===== config.mk =====
export PLATFORM = sky130hd
export DESIGN_NAME = imm_decode_stage
export DESIGN_NICKNAME = d
export VERILOG_FILES = /design/src/rtl/imm_decode_stage.sv
export SDC_FILE = /design/constraint.sdc
export NUM_CORES = 1
export LEC_CHECK = 0
export ABC_AREA = 1
export CORE_ASPECT_RATIO = 1.2
export CORE_MARGIN = 4
export CORE_UTILIZATION = 52
export CTS_CLUSTER_SIZE = 12
export DETAILED_ROUTE_END_ITERATION = 10
export PLACE_DENSITY_LB_ADDON = 0.1
export SKIP_LAST_GASP = 1
export SLEW_MARGIN = 20
export SYNTH_ARGS = -nofsm -noshare
export SYNTH_HDL_FRONTEND = slang
export SYNTH_SLANG_ARGS = --single-unit

===== constraint.sdc =====
create_clock -name clk -period 1.9 [get_ports clk]
set_clock_uncertainty 0.1 [all_clocks]
set_input_delay 0.38 -clock clk [delete_from_list [all_inputs] [get_ports clk]]
set_output_delay 0.38 -clock clk [all_outputs]
set_load 0.05 [all_outputs]

===== src/rtl/imm_decode_stage.sv =====
// rtl/imm_decode_stage.sv - RV32I/RV64I immediate decode stage with two-entry skid buffer
module imm_decode_stage #(
  parameter int XLEN  = 32,
  parameter int TAG_W = 32
) (
  input  logic             clk,
  input  logic             rst_n,
  input  logic             flush,
  input  logic             in_valid,
  output logic             in_ready,
  input  logic [31:0]      in_instr,
  input  logic [TAG_W-1:0] in_tag,
  output logic             out_valid,
  input  logic             out_ready,
  output logic [XLEN-1:0]  out_imm,
  output logic [2:0]       out_fmt,
  output logic [TAG_W-1:0] out_tag,
  output logic             out_illegal
);

  localparam logic [2:0] FMT_NONE  = 3'd0;
  localparam logic [2:0] FMT_I     = 3'd1;
  localparam logic [2:0] FMT_S     = 3'd2;
  localparam logic [2:0] FMT_B     = 3'd3;
  localparam logic [2:0] FMT_U     = 3'd4;
  localparam logic [2:0] FMT_J     = 3'd5;
  localparam logic [2:0] FMT_SHAMT = 3'd6;

  typedef struct packed {
    logic [XLEN-1:0]  imm;
    logic [2:0]       fmt;
    logic [TAG_W-1:0] tag;
    logic             ill;
  } entry_t;

  logic [6:0]      opcode;
  logic [2:0]      funct3;
  logic            is_shift;
  logic [31:0]     imm32;
  logic [2:0]      dec_fmt;
  logic            dec_ill;
  logic [XLEN-1:0] dec_imm;
  entry_t          in_entry;

  assign opcode   = in_instr[6:0];
  assign funct3   = in_instr[14:12];
  assign is_shift = (funct3 == 3'b001) || (funct3 == 3'b101);

  // Immediate is built sign-extended to 32 bits; imm32[31] then fills the upper XLEN bits.
  always_comb begin
    imm32   = 32'd0;
    dec_fmt = FMT_NONE;
    dec_ill = 1'b0;
    case (opcode)
      7'b0000011, 7'b1100111, 7'b1110011, 7'b0001111: begin
        dec_fmt = FMT_I;
        imm32   = {{20{in_instr[31]}}, in_instr[31:20]};
      end
      7'b0010011: begin
        if (is_shift) begin
          dec_fmt = FMT_SHAMT;
          if (XLEN == 64) imm32 = {26'd0, in_instr[25:20]};
          else            imm32 = {27'd0, in_instr[24:20]};
        end else begin
          dec_fmt = FMT_I;
          imm32   = {{20{in_instr[31]}}, in_instr[31:20]};
        end
      end
      7'b0100011: begin
        dec_fmt = FMT_S;
        imm32   = {{20{in_instr[31]}}, in_instr[31:25], in_instr[11:7]};
      end
      7'b1100011: begin
        dec_fmt = FMT_B;
        imm32   = {{19{in_instr[31]}}, in_instr[31], in_instr[7],
                   in_instr[30:25], in_instr[11:8], 1'b0};
      end
      7'b0110111, 7'b0010111: begin
        dec_fmt = FMT_U;
        imm32   = {in_instr[31:12], 12'd0};
      end
      7'b1101111: begin
        dec_fmt = FMT_J;
        imm32   = {{11{in_instr[31]}}, in_instr[31], in_instr[19:12],
                   in_instr[20], in_instr[30:21], 1'b0};
      end
      7'b0110011: dec_fmt = FMT_NONE;
      7'b0011011: begin
        if (XLEN == 64) begin
          if (is_shift) begin
            dec_fmt = FMT_SHAMT;
            imm32   = {27'd0, in_instr[24:20]};
          end else begin
            dec_fmt = FMT_I;
            imm32   = {{20{in_instr[31]}}, in_instr[31:20]};
          end
        end else begin
          dec_ill = 1'b1;
        end
      end
      7'b0111011: dec_ill = (XLEN != 64);
      default:    dec_ill = 1'b1;
    endcase
  end

  generate
    if (XLEN == 64) begin : g_ext64
      assign dec_imm = {{32{imm32[31]}}, imm32};
    end else begin : g_ext32
      assign dec_imm = imm32;
    end
  endgenerate

  assign in_entry = '{imm: dec_imm, fmt: dec_fmt, tag: in_tag, ill: dec_ill};

  logic   main_valid_q, main_valid_d;
  logic   skid_valid_q, skid_valid_d;
  entry_t main_q, main_d;
  entry_t skid_q, skid_d;
  logic   accept;

  assign accept = in_valid && !skid_valid_q;

  // Skid is only ever filled while main is stalled, so it is empty whenever
  // an input can be accepted; draining main therefore never races with a refill.
  always_comb begin
    main_valid_d = main_valid_q;
    skid_valid_d = skid_valid_q;
    main_d       = main_q;
    skid_d       = skid_q;
    if (flush) begin
      main_valid_d = 1'b0;
      skid_valid_d = 1'b0;
    end else if (!main_valid_q || out_ready) begin
      if (skid_valid_q) begin
        main_valid_d = 1'b1;
        main_d       = skid_q;
        skid_valid_d = 1'b0;
      end else if (accept) begin
        main_valid_d = 1'b1;
        main_d       = in_entry;
      end else begin
        main_valid_d = 1'b0;
      end
    end else if (accept) begin
      skid_valid_d = 1'b1;
      skid_d       = in_entry;
    end
  end

  always_ff @(posedge clk or negedge rst_n) begin
    if (!rst_n) begin
      main_valid_q <= 1'b0;
      skid_valid_q <= 1'b0;
      main_q       <= '0;
      skid_q       <= '0;
    end else begin
      main_valid_q <= main_valid_d;
      skid_valid_q <= skid_valid_d;
      main_q       <= main_d;
      skid_q       <= skid_d;
    end
  end

  assign in_ready    = !skid_valid_q;
  assign out_valid   = main_valid_q;
  assign out_imm     = main_q.imm;
  assign out_fmt     = main_q.fmt;
  assign out_tag     = main_q.tag;
  assign out_illegal = main_q.ill;

endmodule


# Word-level counts from Yosys, hierarchy flattened
# Index checks and enable logic that the tools add are counted.
# word_totals
elab_cells	52
output_inout_bits	70
regBits	138
inputBits	69
# op_classes
bitwise_logic	2
muxes	14
n_reduce_logical	13
eq_ne	13
# ops
cell	count
32-bit one-hot mux with 6 select lines	1
68-bit 2-to-1 mux	2
32-bit 2-to-1 mux	1
7-bit equality test, second input constant	4
7-bit by 6-bit equality test with 1-bit output, second input constant	3
3-bit one-hot mux with 6 select lines	1
7-bit by 5-bit equality test with 1-bit output, second input constant	2
11-bit OR reduction	1
1-bit 2-to-1 mux	8
7-bit by 2-bit equality test with 1-bit output, second input constant	1
7-bit by 4-bit equality test with 1-bit output, second input constant	1
3-bit AND reduction	2
2-bit nonzero test	2
4-bit OR reduction	1
3-bit by 1-bit equality test with 1-bit output, second input constant	1
3-bit equality test, second input constant	1
3-bit 2-to-1 mux	1
3-bit nonzero test	1
1-bit logical NOT	2
1-bit logical OR	2
1-bit NOT	2
2-bit OR reduction	1
1-bit logical AND	1

# Longest topological paths before layout
# logic_depth
word_depth	6
mapped_depth	12
depth_no_buf	11

# Worst setup path before layout
# No wires, ideal clock.
# synth_path
path_kind	register to register
start	register main_valid_q, in the netlist out_valid
end	register skid_q[19] in the netlist's numbering
period_less_slack_ps	1983
setup_time_ps	130
n_path_buf	1
stages_incl_launch_ff	10
setup_slack_ps	-83
arrival_ps	1752
required_time_ps	1670
cell_sequence	dfrtp_1 inv_1 nor2_1 inv_1 or2_1 nor3_4 inv_2 clkbuf_1 nand2_1 o21ai_1
# synth_between
elab_chain_cells	4
# synth_rtl
item	line_no	rtl
start: declaration	116	logic main_valid_q, main_valid_d;
start signal: assignment	158	main_valid_q <= main_valid_d;
1-bit logical NOT	134	end else if (!main_valid_q || out_ready) begin
1-bit logical OR	134	
1-bit NOT (no source line)	--	
3-bit AND reduction (no source line)	--	
end signal: assignment	161	skid_q <= skid_d;
end: declaration	119	entry_t skid_q, skid_d;
# Every way passes these cells.
# A chain may end at the register's enable or synchronous reset.

# Final worst setup path
# layout_path
start	input port in_instr[3]
end	register main_q (netlist bit out_imm[0])
# layout_between
elab_chain_cells	5
word_cells_on_any_way	15
cone_classes	eq/ne (10); mux (3); reduce/logical (2)
# layout_rtl
item	line_no	rtl
start: declaration	11	input logic [31:0] in_instr,
7-bit by 2-bit equality test with 1-bit output, or another cell as far along	54	case (opcode)
4-bit OR reduction or 2-bit OR reduction (tied branches)	--	
32-bit one-hot mux with 6 select lines (*)	54	
68-bit 2-to-1 mux (*)	139	end else if (accept) begin
68-bit 2-to-1 mux (*)	135	if (skid_valid_q) begin
end signal: assignment	160	main_q <= main_d;
end: declaration	118	entry_t main_q, main_d;
# Every way passes the cells marked *; elsewhere a longest branch is shown, timed or not. The select of a mux whose other input is x is not followed.

==> flow_metrics.tcl <==
set metrics [dict create \
    outcome "finished clean" \
    diodes 0 \
    crit_path_end_kind "flip-flop" \
    setup_violations 0 \
    post-cts-setup-buffers 0 \
    grt_usage_pct 23.2 \
    arrival_ns 2.04 \
    final_cell_mix "269 x nand2_1, 137 x dfrtp_1, 134 x nor2_1" \
    power_density_mw_per_mm2 1020 \
    coreArea_sq_mm 0.0127 \
    crit_type "input pin to flip-flop" \
    cts_tree "done" \
    cts_root_buf "clkbuf_16" \
    slew_violations 0 \
    netlist_area_sq_mm 0.00672 \
    avgSynthCellArea_sq_um 7.40 \
    antenna_found_initial 0 \
    postRouteAntennaNets 0 \
    grt_pass1_vias 6047 \
    synth-seq-area-share_pct 51.4 \
    clk_latency_ns 0.41 \
    die_h_um 133 \
    routed_wirelength_um 17000 \
    first_iter_violations 551 \
    dpl_cell_area_sq_mm 0.00851 \
    crit_family "buffers and inverters" \
    htree_levels 4 \
    fill_cells 1028 \
    grt-ovfl-total 0 \
    rows 45 \
    crit_chain "clkdlybuf4s50_1 > inv_1 > nand2_1 > nor2_1 > buf_4 > nand2_1 > inv_1 > buf_12 > nand2_1 > nand4_1 > nand2_1 > nand2_1" \
    clk_pin_slew_ns 0.06 \
    worstMarginPinSlew_ns 0.371 \
    synth_cell_types 20 \
    boundaryPins 139 \
    syn-num-nets 977 \
    fp.dieW_um 112 \
    nets 1134 \
    ys_ff_latch 138 \
    crit_path_max_fanout 11 \
    syn_inst 908 \
    finalHoldViolCount 0 \
    fmax_ghz 0.559 \
    layout-drive-gt1-share_pct 15.5 \
    firstDrtPassIters 5 \
    numPortBuffers 138 \
    total_power_mw 9.44 \
    place_congestion 0.871 \
    initial_core_util_pct 53.0 \
    dieArea_sq_mm 0.0148 \
    cp.required_ns 2.15 \
    cap_violations 0 \
    hold_class "input pin to asynchronous set/reset pin" \
    final_cell_area_sq_mm 0.00921 \
    slowest_stage "clkdlybuf4s50_1" \
    cts_buffers 17 \
    fin_crit_ns 1.79 \
    leakagePower_nw 4.99 \
    r2r-start "out_valid" \
    yosysWarnings 0 \
    area_growth_syn_to_layout_pct 37.1 \
    path_buf_inv 5 \
    hpwl_um 11600 \
    num_vias 6368 \
    grt_first_pass_wirelength_um 28400 \
    peakVddDrop_v 0.000574 \
    relSlewSlack_pct 75.3 \
    wl_per_cell_um 13.7 \
    crit_top_cell "nand2_1" \
    viasPerCell 5.13 \
    fin_crit_sh_pct 94.1 \
    start_kind "input pin" \
    worst_path_largest_cell_delay_ns 0.41 \
    cts_buffer_depth 2 \
    grt_max_degree 64 \
    mostFrequentLayoutCell "nand2_1" \
    cts_sinks 138 \
    cp-startpoint "in_instr[3]" \
    drc 0 \
]
-- layer usage --
layer	track usage, %	share of wire (%)	vias to the layer above
met5	0	0	-
met4	8.92	2.4	0
met3	4.53	5.6	28
met2	37.5	49	189
met1	31.1	43	2932
li1	-	-	3219
-- state kept, by name (all words and copies together), names as in the netlist --
signal and count:
out_tag 32, skid_valid_q 1, out_valid 1, out_fmt 3, out_imm 32, out_illegal 1, skid_q 68
-- timing repair --
item	CTS	global route
endpoints found under the setup margin	0	33
endpoints found under the hold margin	33	0
hold buffers	1	0
gates resized for setup	0	7
-- path summary, 6_finish.rpt --
check | cells past startpoint | slack (ns) | to
min | 2 | 0.33 | skid_q[20]
max | 12 | 0.11 | out_imm[0]
max reg2reg | 8 | 0.21 | skid_q[63]
max in group asynchronous | 3 | 0.80 | out_valid
min reg2reg | 2 | 0.38 | skid_q[41]
min in group clk | 2 | 0.38 | skid_q[41]
-- report_power, final --
part / leakage, nW / total (mW) / switching, mW / internal, mW
registers: 1.76 / 3.74 / 0.261 / 3.48
clock network: 0.312 / 3.62 / 1.23 / 2.39
logic: 2.91 / 2.08 / 1.33 / 0.754
-- area by class of cell --
type                       instances  area [sq um]  area share, %
clock buffer                      20           457           4.96
clock inverter                    11           193           2.09
inverter                          70           265           2.88
multi-input combinational        645          2800           30.4
sequential                       138          3450           37.5
tap                              164           205           2.23
timing repair buffer             193          1840           20.0
-- metrics by stage --
| stage | util (%) | setup TNS, ns | worst slack, ns | hold slack, ns | cells |
|---|---|---|---|---|---|
| after floorplan | - | 0 | 0.0445 | -0.0156 | 908 |
| after global placement | 67.2 | -20.34 | -0.280 | 0.209 | 1208 |
| after detailed placement | 67.2 | -21.94 | -0.329 | 0.209 | 1208 |
| after CTS | 72.4 | 0 | 0.00331 | 0.336 | 1240 |
| after global routing | 72.7 | -0.0275 | -0.0189 | 0.361 | 1241 |
| final | 72.7 | 0 | 0.112 | 0.332 | 1241 |
-- kinds of logic (layout without fill, tap and decap cells) --
kind of cell / Yosys count / in the layout / synth area share, %
compound gates: 151 / 151 / 11.7
flops: 138 / 138 / 51.4
buf+inv: 125 / 294 / 7.30
simple gates: 494 / 494 / 29.6
-- cell usage after synthesis --
cell        n  area, sq um
nand2_1   273         1020
a21oi_1    18         90.1
clkbuf_1   32          120
o21ai_1    33          165
inv_1      68          255
or2_1       1         6.26
o21a_1      1         7.51
buf_1       6         22.5
nand4_1    12         75.1
nand3_1    68          340
nor2_1    137          514
dfrtp_1   138         3450
o21ai_0    77          385
or2_2       1         6.26
nor3_4      1         16.3
nor3_1      1         5.00
inv_2       2         7.51
a21boi_0    1         7.51
buf_2      17         85.1
a31oi_1    21          131
Power figures use the tool's default switching activity.
